## src/rtl/hazard_stall_unit.sv

```systemverilog
// hazard_stall_unit: D-stage hazard detection for the pipeline stall controller.
// Keeps shadow E/M destination records and compares them with D-stage operands
// using Tuse/Tnew. Also owns the multiply/divide busy counter and stalls HI/LO
// users while it is nonzero.
// Optional build macro HAZARD_STATS_EN adds saturating stall/MDU-stall counters.
module hazard_stall_unit #(
  parameter int MULT_CYCLES = 5,
  parameter int DIV_CYCLES  = 10,
  parameter int CNT_W       = 4
) (
  input  logic        clk,
  input  logic        rst_n,
  input  logic        D_valid,
  input  logic [4:0]  D_rs,
  input  logic [4:0]  D_rt,
  input  logic [1:0]  D_rs_tuse,
  input  logic [1:0]  D_rt_tuse,
  input  logic [4:0]  D_waddr,
  input  logic [1:0]  D_tnew,
  input  logic        D_md_start,
  input  logic        D_is_div,
  input  logic        D_md_use,
`ifdef HAZARD_STATS_EN
  output logic [31:0] stall_cnt,
  output logic [31:0] md_stall_cnt,
`endif
  output logic        stall,
  output logic        md_busy
);

  // Destination record carried by each shadowed stage.
  typedef struct packed {
    logic [4:0] waddr;
    logic [1:0] tnew;
  } rec_t;

  localparam rec_t BUBBLE = '{waddr: 5'd0, tnew: 2'd0};
  localparam logic [CNT_W-1:0] MULT_LD = CNT_W'(MULT_CYCLES);
  localparam logic [CNT_W-1:0] DIV_LD  = CNT_W'(DIV_CYCLES);

  rec_t             e_q, e_d;
  rec_t             m_q, m_d;
  logic [CNT_W-1:0] cnt_q, cnt_d;

  logic haz_e_rs, haz_e_rt, haz_m_rs, haz_m_rt, haz_md;

  // One cycle closer to forwardable; a ready result stays ready.
  function automatic logic [1:0] sat_dec(input logic [1:0] t);
    return (t == 2'd0) ? 2'd0 : t - 2'd1;
  endfunction

  // A source hazards when the record will not have its value by the time it is used.
  function automatic logic src_haz(input logic       valid,
                                   input logic [4:0] src,
                                   input logic [1:0] tuse,
                                   input rec_t       rec);
    return valid && (src != 5'd0) && (src == rec.waddr) && (tuse < rec.tnew);
  endfunction

  // Combinational hazard terms and stall; zero-cycle latency to the controller.
  always_comb begin
    haz_e_rs = src_haz(D_valid, D_rs, D_rs_tuse, e_q);
    haz_e_rt = src_haz(D_valid, D_rt, D_rt_tuse, e_q);
    haz_m_rs = src_haz(D_valid, D_rs, D_rs_tuse, m_q);
    haz_m_rt = src_haz(D_valid, D_rt, D_rt_tuse, m_q);
    haz_md   = D_valid && D_md_use && (cnt_q != '0);
    stall    = haz_e_rs | haz_e_rt | haz_m_rs | haz_m_rt | haz_md;
    md_busy  = (cnt_q != '0);
  end

  // Next-state: advance records, insert bubble on stall, load or count down MDU.
  always_comb begin
    // NOTE: every combinational output gets a default first so no path infers a latch.
    e_d   = BUBBLE;
    m_d   = '{waddr: e_q.waddr, tnew: sat_dec(e_q.tnew)};
    cnt_d = cnt_q;
    if (D_valid && !stall) begin
      e_d = '{waddr: D_waddr, tnew: D_tnew};
    end
    if (D_valid && D_md_start && !stall) begin
      cnt_d = D_is_div ? DIV_LD : MULT_LD;
    end else if (cnt_q != '0) begin
      cnt_d = cnt_q - 1'b1;
    end
  end

  // State registers; reset discards all in-flight records and the MDU count.
  always_ff @(posedge clk or negedge rst_n) begin
    if (!rst_n) begin
      e_q   <= BUBBLE;
      m_q   <= BUBBLE;
      cnt_q <= '0;
    end else begin
      // NOTE: non-blocking so every register samples the pre-edge values together.
      e_q   <= e_d;
      m_q   <= m_d;
      cnt_q <= cnt_d;
    end
  end

`ifdef HAZARD_STATS_EN
  logic [31:0] stall_cnt_q, stall_cnt_d;
  logic [31:0] md_stall_cnt_q, md_stall_cnt_d;

  // Saturating event counters.
  always_comb begin
    stall_cnt_d    = stall_cnt_q;
    md_stall_cnt_d = md_stall_cnt_q;
    if (stall && (stall_cnt_q != 32'hFFFF_FFFF)) begin
      stall_cnt_d = stall_cnt_q + 32'd1;
    end
    if (haz_md && (md_stall_cnt_q != 32'hFFFF_FFFF)) begin
      md_stall_cnt_d = md_stall_cnt_q + 32'd1;
    end
  end

  // Counter registers.
  always_ff @(posedge clk or negedge rst_n) begin
    if (!rst_n) begin
      stall_cnt_q    <= '0;
      md_stall_cnt_q <= '0;
    end else begin
      stall_cnt_q    <= stall_cnt_d;
      md_stall_cnt_q <= md_stall_cnt_d;
    end
  end

  assign stall_cnt    = stall_cnt_q;
  assign md_stall_cnt = md_stall_cnt_q;
`endif

endmodule

```

## config.mk

```make
export PLATFORM = sky130hd
export DESIGN_NAME = hazard_stall_unit
export DESIGN_NICKNAME = d
export VERILOG_FILES = /design/src/rtl/hazard_stall_unit.sv
export SDC_FILE = /design/constraint.sdc
export NUM_CORES = 1
export LEC_CHECK = 0
export ABC_CLOCK_PERIOD_IN_PS = 4100
export CAP_MARGIN = 20
export CORE_MARGIN = 2
export CORE_UTILIZATION = 51
export CTS_CLUSTER_DIAMETER = 120
export DETAILED_ROUTE_END_ITERATION = 12
export HOLD_SLACK_MARGIN = 0.06
export PLACE_DENSITY = 0.95
export SETUP_SLACK_MARGIN = 0.02
export SLEW_MARGIN = 20
export SYNTH_ARGS = -nofsm -noshare
export SYNTH_HDL_FRONTEND = slang
export SYNTH_SLANG_ARGS = --single-unit
```

## constraint.sdc

```tcl
create_clock -name clk -period 4.1 [get_ports clk]
set_clock_uncertainty 0.15 [all_clocks]
set_input_delay 0.82 -clock clk [delete_from_list [all_inputs] [get_ports clk]]
set_output_delay 0.82 -clock clk [all_outputs]
set_load 0.02 [all_outputs]
```

# Word-level counts from Yosys, hierarchy flattened
# Cells that the tools add are included.
[totals]
register_bits = 18
input_bits = 27
[op_classes]
n_eq_ne = 4
bitwise = 4
magnitude_cmp = 4
mux = 5
n_addsub = 2
reduce_logical = 21
[ops]
columns = ["op", "n"]
rows = [
  ["$eq 5x5->1", 4],
  ["$logic_and 1x1->1", 15],
  ["$mux 4", 3],
  ["$reduce_bool 5->1", 2],
  ["$lt 2x2->1", 4],
  ["$mux 7", 1],
  ["$or 1x1->1", 4],
  ["$reduce_bool 4->1", 1],
  ["$sub 4x1->4 const B", 1],
  ["$logic_not 2->1", 1],
  ["$mux 2", 1],
  ["$reduce_bool 2->1", 1],
  ["$sub 2x1->2 const B", 1],
  ["$logic_not 1->1", 1],
]

# Longest topological paths before layout
[depth]
depth_word = 11
mapped_depth = 7
depth_no_buf = 7

# Least setup slack after synthesis
# OpenSTA, ideal clock, no wires.
[synth_path]
path_kind = "in2out"
start = "input D_rt_tuse[1]"
end = "output stall"
path_slack_ps = 1078
cell_stages = 5
arrival_time_ps = 2052
path_cell_list = "ha_1 a2111oi_4 nand4_1 a21oi_2 o21a_1"
[synth_between]
elab_chain_cells = 6
[synth_rtl]
columns = ["element", "line", "source"]
rows = [
  ["from (decl)", "17", "input logic [1:0] D_rt_tuse,"],
  ["$lt 2x2->1", "57", "return valid && (src != 5'd0) && (src == rec.waddr) && (tuse < rec.tnew);"],
  ["$logic_and 1x1->1", "57", ""],
  ["$or 1x1->1 (2 in a row)", "67", "stall = haz_e_rs | haz_e_rt | haz_m_rs | haz_m_rt | haz_md;"],
  ["$or 1x1->1 (*) (2 in a row)", "67", ""],
  ["to (decl)", "27", "output logic stall,"],
]
# Every way passes the cells marked *; elsewhere a longest branch is shown, timed or not.

# Worst setup path after layout
[layout_path]
start = "input D_rs_tuse[1]"
end = "output stall"
[layout_between]
elab_chain_cells = 6
[layout_rtl]
columns = ["element", "line", "source"]
rows = [
  ["from (decl)", "16", "input logic [1:0] D_rs_tuse,"],
  ["$lt 2x2->1", "57", ""],
  ["$logic_and 1x1->1", "57", ""],
  ["$or 1x1->1", "67", ""],
  ["$or 1x1->1 (*) (3 in a row)", "67", ""],
]
# Marked as above.

==> impl_metrics.toml <==
[clocking]
clk_pin_slew_ns = 0.08
cts_root_buf = "clkbuf_4"
clock_latency_ns = 0.27
cts_resized = 0
cts_buffers = 3
clock_path_buffers = 2
cts-hold-fix-buffers = 0
tritoncts = "built"
postCtsSetupBuffers = 0
cts_num_sinks = 18
cts_max_level = 1

[timing]
hold_viol = 0
setup_viol = 0
relSlewSlack_pct = 49.81
clock.fmax_mhz = 251.5
fin_crit_ns = 3.976
fin_tns_setup_ns = 0
slew_viol_final = 0
period_share_pct = 96.97
tightest_slew_ns = 0.7506
rsz0062_at_grt = "false"

[synth]
ys.warnings.count = 0
syn_nets = 128
avgSynthCellArea_um2 = 11.23
ys_seq_elements = 18
ys_types = 27
ys_seq_area_share_pct = 42.20
netlist_area_um2 = 1067
synth_cells = 95

[floorplanning]
io_pins = 29
die_w_um = 49.75
start_util_pct = 54.40
die_h_um = 49.75
core_um2 = 1962
rows = 16
die_area_um2 = 2475

[layout]
final_common_cell = "clkdlybuf4s50_1"
final_cells = 154
layout-drive-gt1-share_pct = 7.874
nets = 162
layout-area-overhead-vs-synth_pct = 32.24
layout_common_cells = "clkdlybuf4s50_1, dfrtp_1, xor2_1"
antenna_cells = 0
final_area_um2 = 1411
fin_util_pct = 71.94

[detailed_routing]
drtPass1Iterations = 3
finalWirelength_um = 2291
wl_per_cell_um = 14.88
num_vias = 815
drc_errors = 0
initialDrtViolationCount = 11
ant_nets = 0
vias_per_cell = 5.292

[setup_path]
required_ns = 3.13
start_kind = "primary input"
critical_path_class = "in2out"
slowest_delay_ns = 0.59
cp_slowest_cell = "clkdlybuf4s50_1"
arrival_ns = 3.01
cp_common_cell = "clkdlybuf4s50_1"
crit_chain = "clkdlybuf4s50_1 > ha_1 > a211oi_1 > a22oi_1 > o21ai_2 > o21a_1 > clkdlybuf4s50_1"
cp_max_fo = 3
end_kind = "output port"
r2r_setup_slack_ns = 1.86

[global_routing]
track_usage_pct = 20.53
grt_max_degree = 19
grt_pass1_vias = 858
grt_first_pass_wirelength_um = 3781
grt-ovfl-total = 0
antenna_found_initial = 0

[placed_design]
dp_cells = 151
port_buffers = 28
gp_congestion = 0.8829
dp_hpwl_um = 1938
dpl_cell_area_um2 = 1389

[pwr]
leakage_nw = 0.6129
p_per_area_nw_per_um2 = 369.8
ir_drop_v = 0.0002863
p_total_mw = 0.5220

[outcome]
outcome = "completed"

[run]
max-cap-violations = 0

[worst_hold_path]
hold_class = "reg2reg"
[through the flow]
stage	setup WS [ns]	hold WS, ns
after floorplan	1.078	0.2587
after global placement	0.1488	0.2825
after detailed placement	0.1069	0.2942
after CTS	0.08494	0.3138
after global routing	0.02518	0.3227
final	0.1244	0.3100
[cells by family (layout without fill, tap and decap cells)]
kind of cell,after synthesis,count (layout),share of synthesized area [%]
adders and majority gates,6,6,7.034
AOI/OAI and AO/OA,10,10,9.613
and+or+nand+nor,31,31,17.70
muxes,4,4,3.986
buffers and inverters,4,36,1.406
DFF,18,18,42.20
xor gates and xnor gates,22,22,18.05
[synth_stat cells]
cell type	number	area share [%]
a21oi_1	1	0.47
a2111oi_4	1	2.6
xnor2_1	7	5.7
inv_1	4	1.4
nor3_4	1	1.5
a21oi_2	1	0.82
nand4_1	2	1.2
ha_1	6	7.0
nor3b_2	1	1.2
and2_1	8	4.7
a2111oi_2	1	1.4
a211oi_1	2	1.4
a22oi_1	1	0.70
xor2_1	15	12
nor4_1	2	1.2
o21a_1	1	0.70
nor2_1	5	1.8
mux2_1	2	2.1
nor3_1	1	0.47
nand2_1	4	1.4
o21ai_2	1	0.82
nand2b_1	4	2.3
or4_1	2	1.4
a21o_1	1	0.70
dfrtp_1	18	42
mux2i_1	2	1.9
or3_1	1	0.59
[metal layers]
metal,share of wire [%],global-route usage [%]
met1,43,25.89
met5,0,0
met3,3.8,2.121
met4,2.8,10.19
met2,51,34.89
[path summary, 6_finish.rpt]
check                                  from                   end  cells after the start
setup / recovery               D_rs_tuse[1]                 stall                      7
hold / removal             e_q[5]$_DFF_PN0_      m_q[5]$_DFF_PN0_                      0
setup reg to reg           e_q[1]$_DFF_PN0_  cnt_q[1]$_DFFE_PN0P_                      8
hold reg to reg            e_q[5]$_DFF_PN0_      m_q[5]$_DFF_PN0_                      0
max in group asynchronous             rst_n      m_q[1]$_DFF_PN0_                      1
min in group asynchronous             rst_n  cnt_q[3]$_DFFE_PN0P_                      1
[registers in the layout, indices dropped and copies added (netlist names)]
signal	flops
cnt_q	4
e_q	7
m_q	7
[power by group]
part | internal, mW | switching [mW] | total (mW)
clock | 0.0340 | 0.0441 | 0.0781
sequential | 0.210 | 0.0274 | 0.237
combinational | 0.104 | 0.102 | 0.206
[worst max-delay path: cells and delay by family]
kind	cells	cell delay (ns)
buffers and inverters	2	1.03
adder cells (fa/ha/maj)	1	0.31
AO/OA/AOI/OAI	4	0.85
[layout make-up]
class | count | area [µm²]
fill | 145 | 550.5
timing repair buffer | 29 | 287.8
multi-input combinational | 73 | 601.8
clock buffer | 3 | 22.52
sequential | 18 | 450.4
tap | 27 | 33.78
inverter | 4 | 15.01
(Power assumes the default switching activity.)
